## src/rtl/mc_pkg.sv

```systemverilog
// Shared definitions for the multicycle controller: state encodings,
// instruction classes, opcode/func constants and ALU operation codes.
package mc_pkg;

  typedef enum logic [2:0] {
    ST_IF   = 3'd0,
    ST_ID   = 3'd1,
    ST_EX   = 3'd2,
    ST_MEM  = 3'd3,
    ST_WB   = 3'd4,
    ST_HALT = 3'd7
  } state_t;

  typedef enum logic [2:0] {
    CLS_RTYPE,
    CLS_IMM,
    CLS_LW,
    CLS_SW,
    CLS_BEQ,
    CLS_BNE,
    CLS_J,
    CLS_ILLEGAL
  } op_class_t;

  localparam logic [5:0] OP_RTYPE = 6'd0;
  localparam logic [5:0] OP_J     = 6'd2;
  localparam logic [5:0] OP_BEQ   = 6'd4;
  localparam logic [5:0] OP_BNE   = 6'd5;
  localparam logic [5:0] OP_ADDIU = 6'd9;
  localparam logic [5:0] OP_SLTI  = 6'd10;
  localparam logic [5:0] OP_ANDI  = 6'd12;
  localparam logic [5:0] OP_ORI   = 6'd13;
  localparam logic [5:0] OP_LUI   = 6'd15;
  localparam logic [5:0] OP_LW    = 6'd35;
  localparam logic [5:0] OP_SW    = 6'd43;

  localparam logic [5:0] FN_ADDU = 6'h21;
  localparam logic [5:0] FN_SUBU = 6'h23;
  localparam logic [5:0] FN_AND  = 6'h24;
  localparam logic [5:0] FN_OR   = 6'h25;
  localparam logic [5:0] FN_SLT  = 6'h2a;

  localparam logic [2:0] ALU_ADD = 3'd0;
  localparam logic [2:0] ALU_SUB = 3'd1;
  localparam logic [2:0] ALU_AND = 3'd2;
  localparam logic [2:0] ALU_OR  = 3'd3;
  localparam logic [2:0] ALU_SLT = 3'd4;
  localparam logic [2:0] ALU_LUI = 3'd5;

endpackage

```

## src/rtl/mc_decode.sv

```systemverilog
// Combinational instruction decode: classifies op/func and picks the ALU
// operation and immediate extension mode for the instruction.
module mc_decode
  import mc_pkg::*;
(
  input  logic [5:0] op,
  input  logic [5:0] func,
  output op_class_t  op_class,
  output logic [2:0] alu_op,
  output logic       need_sign_extend
);

  always_comb begin
    op_class         = CLS_ILLEGAL;
    alu_op           = ALU_ADD;
    need_sign_extend = 1'b0;
    case (op)
      OP_RTYPE: begin
        case (func)
          FN_ADDU: begin op_class = CLS_RTYPE; alu_op = ALU_ADD; end
          FN_SUBU: begin op_class = CLS_RTYPE; alu_op = ALU_SUB; end
          FN_AND:  begin op_class = CLS_RTYPE; alu_op = ALU_AND; end
          FN_OR:   begin op_class = CLS_RTYPE; alu_op = ALU_OR;  end
          FN_SLT:  begin op_class = CLS_RTYPE; alu_op = ALU_SLT; end
          default: ;
        endcase
      end
      OP_ADDIU: begin op_class = CLS_IMM; alu_op = ALU_ADD; need_sign_extend = 1'b1; end
      OP_SLTI:  begin op_class = CLS_IMM; alu_op = ALU_SLT; need_sign_extend = 1'b1; end
      OP_ANDI:  begin op_class = CLS_IMM; alu_op = ALU_AND; end
      OP_ORI:   begin op_class = CLS_IMM; alu_op = ALU_OR;  end
      OP_LUI:   begin op_class = CLS_IMM; alu_op = ALU_LUI; end
      OP_LW:    begin op_class = CLS_LW;  alu_op = ALU_ADD; need_sign_extend = 1'b1; end
      OP_SW:    begin op_class = CLS_SW;  alu_op = ALU_ADD; need_sign_extend = 1'b1; end
      OP_BEQ:   begin op_class = CLS_BEQ; alu_op = ALU_SUB; need_sign_extend = 1'b1; end
      OP_BNE:   begin op_class = CLS_BNE; alu_op = ALU_SUB; need_sign_extend = 1'b1; end
      OP_J:     begin op_class = CLS_J;   alu_op = ALU_ADD; end
      default: ;
    endcase
  end

endmodule

```

## src/rtl/mc_controller.sv

```systemverilog
// Multicycle MIPS-subset control FSM (IF/ID/EX/MEM/WB). Outputs are a decode
// of the current state and instruction, and are all forced low while in reset.
module mc_controller
  import mc_pkg::*;
#(
  parameter bit ILLEGAL_HALT = 1'b0
) (
  input  logic       clk,
  input  logic       rst_n,
  input  logic [5:0] op,
  input  logic [5:0] func,
  input  logic       zero,
  input  logic       mem_ready,
  output logic       mem_read,
  output logic       mem_write,
  output logic       iord,
  output logic       ir_write,
  output logic       pc_write,
  output logic       reg_write,
  output logic       reg_dst,
  output logic       mem_to_reg,
  output logic       alu_src_a,
  output logic       need_sign_extend,
  output logic [1:0] alu_src_b,
  output logic [1:0] pc_source,
  output logic [2:0] alu_op,
  output logic [2:0] state,
  output logic       illegal
);

  state_t     state_q;
  state_t     next_state;
  op_class_t  op_class;
  logic [2:0] dec_alu_op;
  logic       dec_sign_extend;

  mc_decode u_decode (
    .op               (op),
    .func             (func),
    .op_class         (op_class),
    .alu_op           (dec_alu_op),
    .need_sign_extend (dec_sign_extend)
  );

  always_ff @(posedge clk or negedge rst_n) begin
    if (!rst_n) state_q <= ST_IF;
    else        state_q <= next_state;
  end

  always_comb begin
    next_state       = state_q;
    mem_read         = 1'b0;
    mem_write        = 1'b0;
    iord             = 1'b0;
    ir_write         = 1'b0;
    pc_write         = 1'b0;
    reg_write        = 1'b0;
    reg_dst          = 1'b0;
    mem_to_reg       = 1'b0;
    alu_src_a        = 1'b0;
    need_sign_extend = dec_sign_extend;
    alu_src_b        = 2'd0;
    pc_source        = 2'd0;
    alu_op           = ALU_ADD;
    illegal          = 1'b0;
    case (state_q)
      ST_IF: begin
        mem_read = 1'b1;
        ir_write = mem_ready;
        if (mem_ready) begin
          pc_write   = 1'b1;
          alu_src_b  = 2'd1;
          next_state = ST_ID;
        end
      end
      ST_ID: begin
        alu_src_b = 2'd3;
        if (op_class == CLS_ILLEGAL) begin
          illegal    = 1'b1;
          next_state = ILLEGAL_HALT ? ST_HALT : ST_IF;
        end else begin
          next_state = ST_EX;
        end
      end
      ST_EX: begin
        alu_op = dec_alu_op;
        case (op_class)
          CLS_BEQ: begin pc_write = zero;  pc_source = 2'd1; next_state = ST_IF; end
          CLS_BNE: begin pc_write = !zero; pc_source = 2'd1; next_state = ST_IF; end
          CLS_J:   begin pc_write = 1'b1;  pc_source = 2'd2; next_state = ST_IF; end
          CLS_RTYPE: begin alu_src_a = 1'b1; alu_src_b = 2'd0; next_state = ST_WB; end
          CLS_IMM:   begin alu_src_a = 1'b1; alu_src_b = 2'd2; next_state = ST_WB; end
          CLS_LW, CLS_SW: begin alu_src_a = 1'b1; alu_src_b = 2'd2; next_state = ST_MEM; end
          default: next_state = ST_IF;
        endcase
      end
      ST_MEM: begin
        // Access type comes from the instruction class, so read and write stay exclusive
        iord      = 1'b1;
        mem_read  = (op_class == CLS_LW);
        mem_write = (op_class == CLS_SW);
        if (mem_ready) next_state = (op_class == CLS_LW) ? ST_WB : ST_IF;
      end
      ST_WB: begin
        reg_write  = 1'b1;
        reg_dst    = (op_class == CLS_RTYPE);
        mem_to_reg = (op_class == CLS_LW);
        next_state = ST_IF;
      end
      ST_HALT: begin
        need_sign_extend = 1'b0;
        next_state       = ST_HALT;
      end
      default: next_state = ST_IF;
    endcase
    if (!rst_n) begin
      mem_read         = 1'b0;
      mem_write        = 1'b0;
      iord             = 1'b0;
      ir_write         = 1'b0;
      pc_write         = 1'b0;
      reg_write        = 1'b0;
      reg_dst          = 1'b0;
      mem_to_reg       = 1'b0;
      alu_src_a        = 1'b0;
      need_sign_extend = 1'b0;
      alu_src_b        = 2'd0;
      pc_source        = 2'd0;
      alu_op           = ALU_ADD;
      illegal          = 1'b0;
    end
  end

  assign state = state_q;

endmodule

```

## config.mk

```make
export PLATFORM = sky130hd
export DESIGN_NAME = mc_controller
export DESIGN_NICKNAME = d
export VERILOG_FILES = /design/src/rtl/mc_pkg.sv /design/src/rtl/mc_decode.sv /design/src/rtl/mc_controller.sv
export SDC_FILE = /design/constraint.sdc
export NUM_CORES = 1
export LEC_CHECK = 0
export CORE_MARGIN = 2
export CORE_UTILIZATION = 39
export DETAILED_ROUTE_END_ITERATION = 10
export GPL_TIMING_DRIVEN = 0
export PLACE_DENSITY_LB_ADDON = 0.2
export SLEW_MARGIN = 20
export SYNTH_ARGS = -nofsm -noshare
export SYNTH_HDL_FRONTEND = slang
export SYNTH_HIERARCHICAL = 1
export SYNTH_SLANG_ARGS = --single-unit
```

## constraint.sdc

```tcl
create_clock -name clk -period 5.65 [get_ports clk]
set_input_delay 1.695 -clock clk [delete_from_list [all_inputs] [get_ports clk]]
set_output_delay 1.695 -clock clk [all_outputs]
set_load 0.02 [all_outputs]
```

# Yosys cells after proc, flatten, opt, wreduce, memory -nomap -nowiden
# Index checks and enable logic that the tools add are counted.
[classes]
n_eq_ne = 29
muxes = 46
reduce_logical = 14
[op_table]
columns = ["cell", "count"]
rows = [
  ["$eq A6 B6 Y1 const B", 7],
  ["$eq A6 B4 Y1 const B", 5],
  ["$mux W1", 25],
  ["$pmux W3 S7", 1],
  ["$eq A3 B3 Y1 const B", 6],
  ["$mux W3", 6],
  ["$pmux W3 S6", 1],
  ["$pmux W3 S5", 1],
  ["$eq A3 B2 Y1 const B", 4],
  ["$eq A6 B3 Y1 const B", 2],
  ["$pmux W3 S4", 1],
  ["$mux W2", 5],
  ["$reduce_or A5 Y1", 2],
  ["$reduce_or A2 Y1", 4],
  ["$eq A3 B1 Y1 const B", 2],
  ["$eq A6 B2 Y1 const B", 1],
  ["$logic_not A3 Y1", 2],
  ["$logic_not A6 Y1", 1],
  ["$pmux W2 S3", 1],
  ["$pmux W3 S2", 1],
  ["$reduce_or A6 Y1", 1],
  ["$ne A2 B2 Y1 const B", 2],
  ["$pmux W1 S2", 2],
  ["$pmux W2 S2", 1],
  ["other kinds (5)", 5],
]
[word_totals]
reg_bits = 3
inputBits = 16
output_inout_bits = 21
wordCells = 90

# Depth between registers and ports, before layout
# Gate-level depths: netlist of the first run.
[depth]
ltp_word = 9
ltp_mapped = 9
mapped_depth_nobuf = 7

# Modules after synthesis
# The synthesis of the first run kept the hierarchy.
[by_module_without_submodules]
columns = ["mod", "instances", "cells_per_inst", "area_each_um2", "seq_area_each_um2"]
rows = [
  ["mc_controller", 1, 56, 370.4, 75.1],
  ["mc_decode", 1, 57, 330.3, 0.0],
]

# Least setup slack after synthesis of the first run
# No wires, ideal clock.
[synth_timing]
kind = "input to output"
startpoint = "in func[1]"
endpoint = "out alu_src_b[1]"
t_arrival_ns = 3.676
t_required_ns = 3.955
slack_ns = 0.279
cell_stages = 7
path_buffers = 1
path_cell_list = "or3b_1 > or3_1 > a31oi_2 > o21ai_1 > clkbuf_1 > or4_1 > a21oi_1"
[synth_between]
elab_chain_len = 9
elab_cells_between_ends = 15
cone_classes = "eq/ne (8); mux (5); reduce/logical (2)"
[synth_rtl]
columns = ["item", "line_no", "text"]
rows = [
  ["from (decl)", "mc_controller.sv:11", "input logic [5:0] func,"],
  ["$eq A6 B6 Y1", "mc_decode.sv:19", "case (func)"],
  ["$reduce_or A5 Y1 (no line) *", "-", ""],
  ["$mux W3 *", "mc_decode.sv:19", ""],
  ["$pmux W3 S7 *", "mc_decode.sv:17", "case (op)"],
  ["via op_class[2]", "mc_controller.sv:33", "op_class_t op_class;"],
  ["$eq A3 B2 Y1 or $eq A3 B1 Y1 (tied branches)", "mc_controller.sv:87", "case (op_class)"],
  ["$reduce_or A3 Y1 (no line) *", "-", ""],
  ["$mux W2 *", "mc_controller.sv:87", ""],
  ["$pmux W2 S3 *", "mc_controller.sv:66", "case (state_q)"],
  ["$mux W2 *", "mc_controller.sv:116", "if (!rst_n) begin"],
  ["to (decl)", "mc_controller.sv:24", "output logic [1:0] alu_src_b,"],
]
# Mark *: on every way through the listed nets, which the timed path passes. The rest lies on a longest branch.

# Final worst setup path of the first run
[layout_timing]
startpoint = "in op[1]"
endpoint = "out mem_read"
[layout_between]
elab_chain_len = 6
elab_cells_between_ends = 16
cone_classes = "eq/ne (11); mux (3); reduce/logical (2)"
[layout_rtl]
columns = ["item", "line_no", "text"]
rows = [
  ["from (decl)", "mc_controller.sv:10", "input logic [5:0] op,"],
  ["$eq A6 B4 Y1", "mc_decode.sv:17", ""],
  ["$reduce_or A5 Y1 (no line)", "-", ""],
  ["$pmux W3 S7 *", "mc_decode.sv:17", ""],
  ["via op_class[1]", "mc_controller.sv:33", ""],
  ["$eq A3 B2 Y1 *", "mc_controller.sv:100", "mem_read = (op_class == CLS_LW);"],
  ["$pmux W1 S2 *", "mc_controller.sv:66", ""],
  ["$mux W1 *", "mc_controller.sv:116", ""],
  ["to (decl)", "mc_controller.sv:14", "output logic mem_read,"],
]
# Marks and branches as above.

==> flow_metrics.py, run 1 <==
metrics = {
    "power_and_ir_drop": {
        "p_int_uw": 88.45,
        "p_leak_uw": 0.0005293,
        "switching_power_uw": 61.75,
        "p_seq_share_pct": 17.8,
        "power_density_nw_per_um2": 126.8,
        "pwr-share-comb_pct": 58.4,
        "switching_share_pct": 41.11,
        "pwr-share-clk_pct": 23.8,
        "ir_drop_uv": 168.6,
    },
    "finish": {
        "seq_area_um2": 75.07,
        "diodes": 0,
        "largest_reg_flops": 3,
        "drive_above_1_share_pct": 19.87,
        "fillerInstances": 162,
        "multi_input_area_um2": 651.9,
        "final_common_cell": "clkdlybuf4s50_1",
        "area_delta_synth_final_pct": 69.11,
        "layout.cells.non_filler": 176,
        "nets": 168,
        "layout_common_cells": "18 x clkdlybuf4s50_1, 11 x nand2_1, 10 x nor2_1, 6 x nand3_1, 6 x buf_2",
    },
    "sta": {
        "hold_ws_ps": 626.8,
        "slew_violations": 0,
        "finalSetupViolations": 0,
        "hold_viol_final": 0,
        "fin_worst_skew_ps": 1.211,
        "rsz0062_at_grt": "true",
        "worst_pin_slew_ps": 515.4,
        "fin_crit_ps": 5559,
        "fmax_mhz": 179.9,
        "finalCritPeriodShare_pct": 98.39,
        "setup_slack_ps": 90.76,
        "relSlewSlack_pct": 65.64,
    },
    "drt": {
        "wirelength_mm": 2.232,
        "antenna_left": 0,
        "vias": 998,
        "via_per_inst": 5.670,
        "drt_iter0_drc": 17,
        "wire_per_inst_um": 12.68,
        "drcViolationCount": 0,
        "first_pass_iters": 4,
    },
    "grt": {
        "antenna_found_initial": 0,
        "grt_pass1_wl_mm": 3.657,
        "grtUsageTotal_pct": 23.00,
        "grt_max_degree": 11,
        "grt-ovfl-total": 0,
        "grt_pass1_vias": 863,
    },
    "floorplanning": {
        "start_util_pct": 41.03,
        "fp.dieH_um": 46.39,
        "num_rows": 15,
        "die-area_um2": 2152,
        "die_w_um": 46.39,
        "boundaryPins": 37,
        "fp.coreArea_um2": 1708,
    },
    "job": {
        "drv_cap": 0,
    },
    "outcome": {
        "outcome": "completed",
    },
    "placed_design": {
        "dp_slack_ps": -774.2,
        "gp_congestion": 0.8202,
        "portBuffers": 33,
        "dpl.hpwl_mm": 1.654,
        "place_inst": 171,
    },
    "logic_synthesis": {
        "synthesis.nets": 129,
        "syn_area_per_cell_um2": 6.201,
        "ys_types": 41,
        "yosysWarnings": 6,
        "ys_seq_area_share_pct": 10.71,
        "synth-edff-count": 0,
        "synth_top_area_share_pct": 10.71,
        "synth_area_leaders": "dfrtp_1 11%, nand2_1 5.9%, nor2_1 5.9%",
        "synth_top_area_cell": "dfrtp_1",
        "syn_area_um2": 700.7,
        "ys_ff_latch": 3,
        "async_reset_ff_share_pct": 100.0,
        "ys.flop_type": "dfrtp_1",
        "syn_inst": 113,
    },
    "clocking": {
        "clock_latency_ps": 220,
        "cts_buffers": 3,
        "cts-root-buf": "clkbuf_4",
        "cts.path.max_buffers": 2,
        "htreeDepth": 1,
        "ctsHoldBuffers": 0,
        "cts_sinks": 3,
        "cts_tree": "done",
        "clk_pin_slew_ps": 40,
    },
    "setup_path": {
        "arrival_ps": 3860,
        "required_ps": 3950,
        "cp_cell_sequence": "clkdlybuf4s50_1 > buf_6 > or3_4 > a31oi_4 > nand2_1 > buf_4 > nor2b_2 > nor3b_2 > o21ba_2 > buf_2",
        "cp_top_family": "buffers and inverters",
        "endpoint_kind": "output pin",
        "crit_fanout": 10,
        "crit_type": "primary input to output pin",
        "critical_path_buf_inv_count": 4,
        "slowest_stage": "clkdlybuf4s50_1",
        "startpoint_type": "primary input",
        "cpPeakStageDelay_ps": 480,
    },
    "worst_hold_path": {
        "worstHoldPathType": "flip-flop to flip-flop",
    },
}
-- per-layer routing --
| metal | global-route usage, % | part of all wire, % | up-vias |
|---|---|---|---|
| met2 | 40.00 | 49 | 45 |
| li1 | - | - | 490 |
| met3 | 5.490 | 7.3 | 0 |
| met1 | 28.81 | 43 | 463 |
| met5 | 0 | 0 | - |
| met4 | 4.000 | 0 | 0 |
-- final timing paths --
path,cells past startpoint,slack [ps],startpoint,to
setup / recovery,10,90,op[1],mem_read
setup reg to reg,4,4400,state[0],state[0]
max in group asynchronous,1,3690,rst_n,state[1]
min in group asynchronous,1,1730,rst_n,state[2]
hold reg to reg,1,630,state[2],state[1]
hold / removal,1,630,state[2],state[1]
-- repair_timing --
action / CTS / global route
pin swaps: 2 / 3
buffers inserted: 2 / 0
endpoints found under the setup margin: 10 / 11
gates resized for setup: 29 / 24
-- worst reg2reg max path, cell delays in order, from the launching register on --
cell and delay, ps:
dfrtp_1 350, clkbuf_1 330, nor2_1 120, o2bb2ai_1 140, a22o_1 200
-- cell families (layout without fill, tap and decap cells) --
kind of cell / Yosys count / after routing / synth area share, %
simple gates: 62 / 62 / 49.47
compound gates: 31 / 31 / 28.57
buf+inv: 15 / 53 / 8.750
flops: 3 / 3 / 10.71
xor+xnor: 2 / 2 / 2.500
-- per-stage QoR --
| step | total power [uW] | utilization [%] | instance area, um^2 | setup TNS [ps] |
|---|---|---|---|---|
| floorplan | 74.91 | - | 700.7 | 0 |
| global placement | 108.3 | 62.20 | 1062 | -4317 |
| detailed placement | 109.8 | 62.20 | 1062 | -4690 |
| CTS | 147.1 | 65.64 | 1121 | -74.68 |
| global route | 161.6 | 69.38 | 1185 | -34.41 |
| finish | 150.2 | 69.38 | 1185 | 0 |
-- layout make-up --
type | count | area share [%]
multi-input cells | 95 | 55.02
repair buffers | 35 | 27.98
flip-flops and latches | 3 | 6.336
plain buffers | 8 | 3.907
well taps | 25 | 2.640
clock buffers | 4 | 2.218
inverters | 6 | 1.901
-- cells in the mapped netlist, drive strengths merged (3+ instances only) --
cell and count:
nor2 12, nand2 11, o21ai 9, a31oi 7, inv 6, nand3 6
clkbuf 5, nor2b 5, a21oi 4, and2 4, buf 4, nand2b 4
dfrtp 3, nor3 3, o22ai 3
-- power by group through the flow --
stage / logic (uW) / registers [uW] / clock network [uW]
global placement: 81.5 / 26.8 / 0
CTS: 83.4 / 26.7 / 37.1
global route: 95.7 / 27.1 / 38.8
detailed placement: 82.9 / 27.0 / 0
finish: 87.7 / 26.7 / 35.7
floorplan: 45.7 / 29.2 / 0
Power figures use the tool's default switching activity.
==> run 2: changes to the inputs <==
- GPL_ROUTABILITY_DRIVEN: not set -> 0
==> results of run 2 <==
The final DEF is identical to that of run 1; final timing and power are the same.
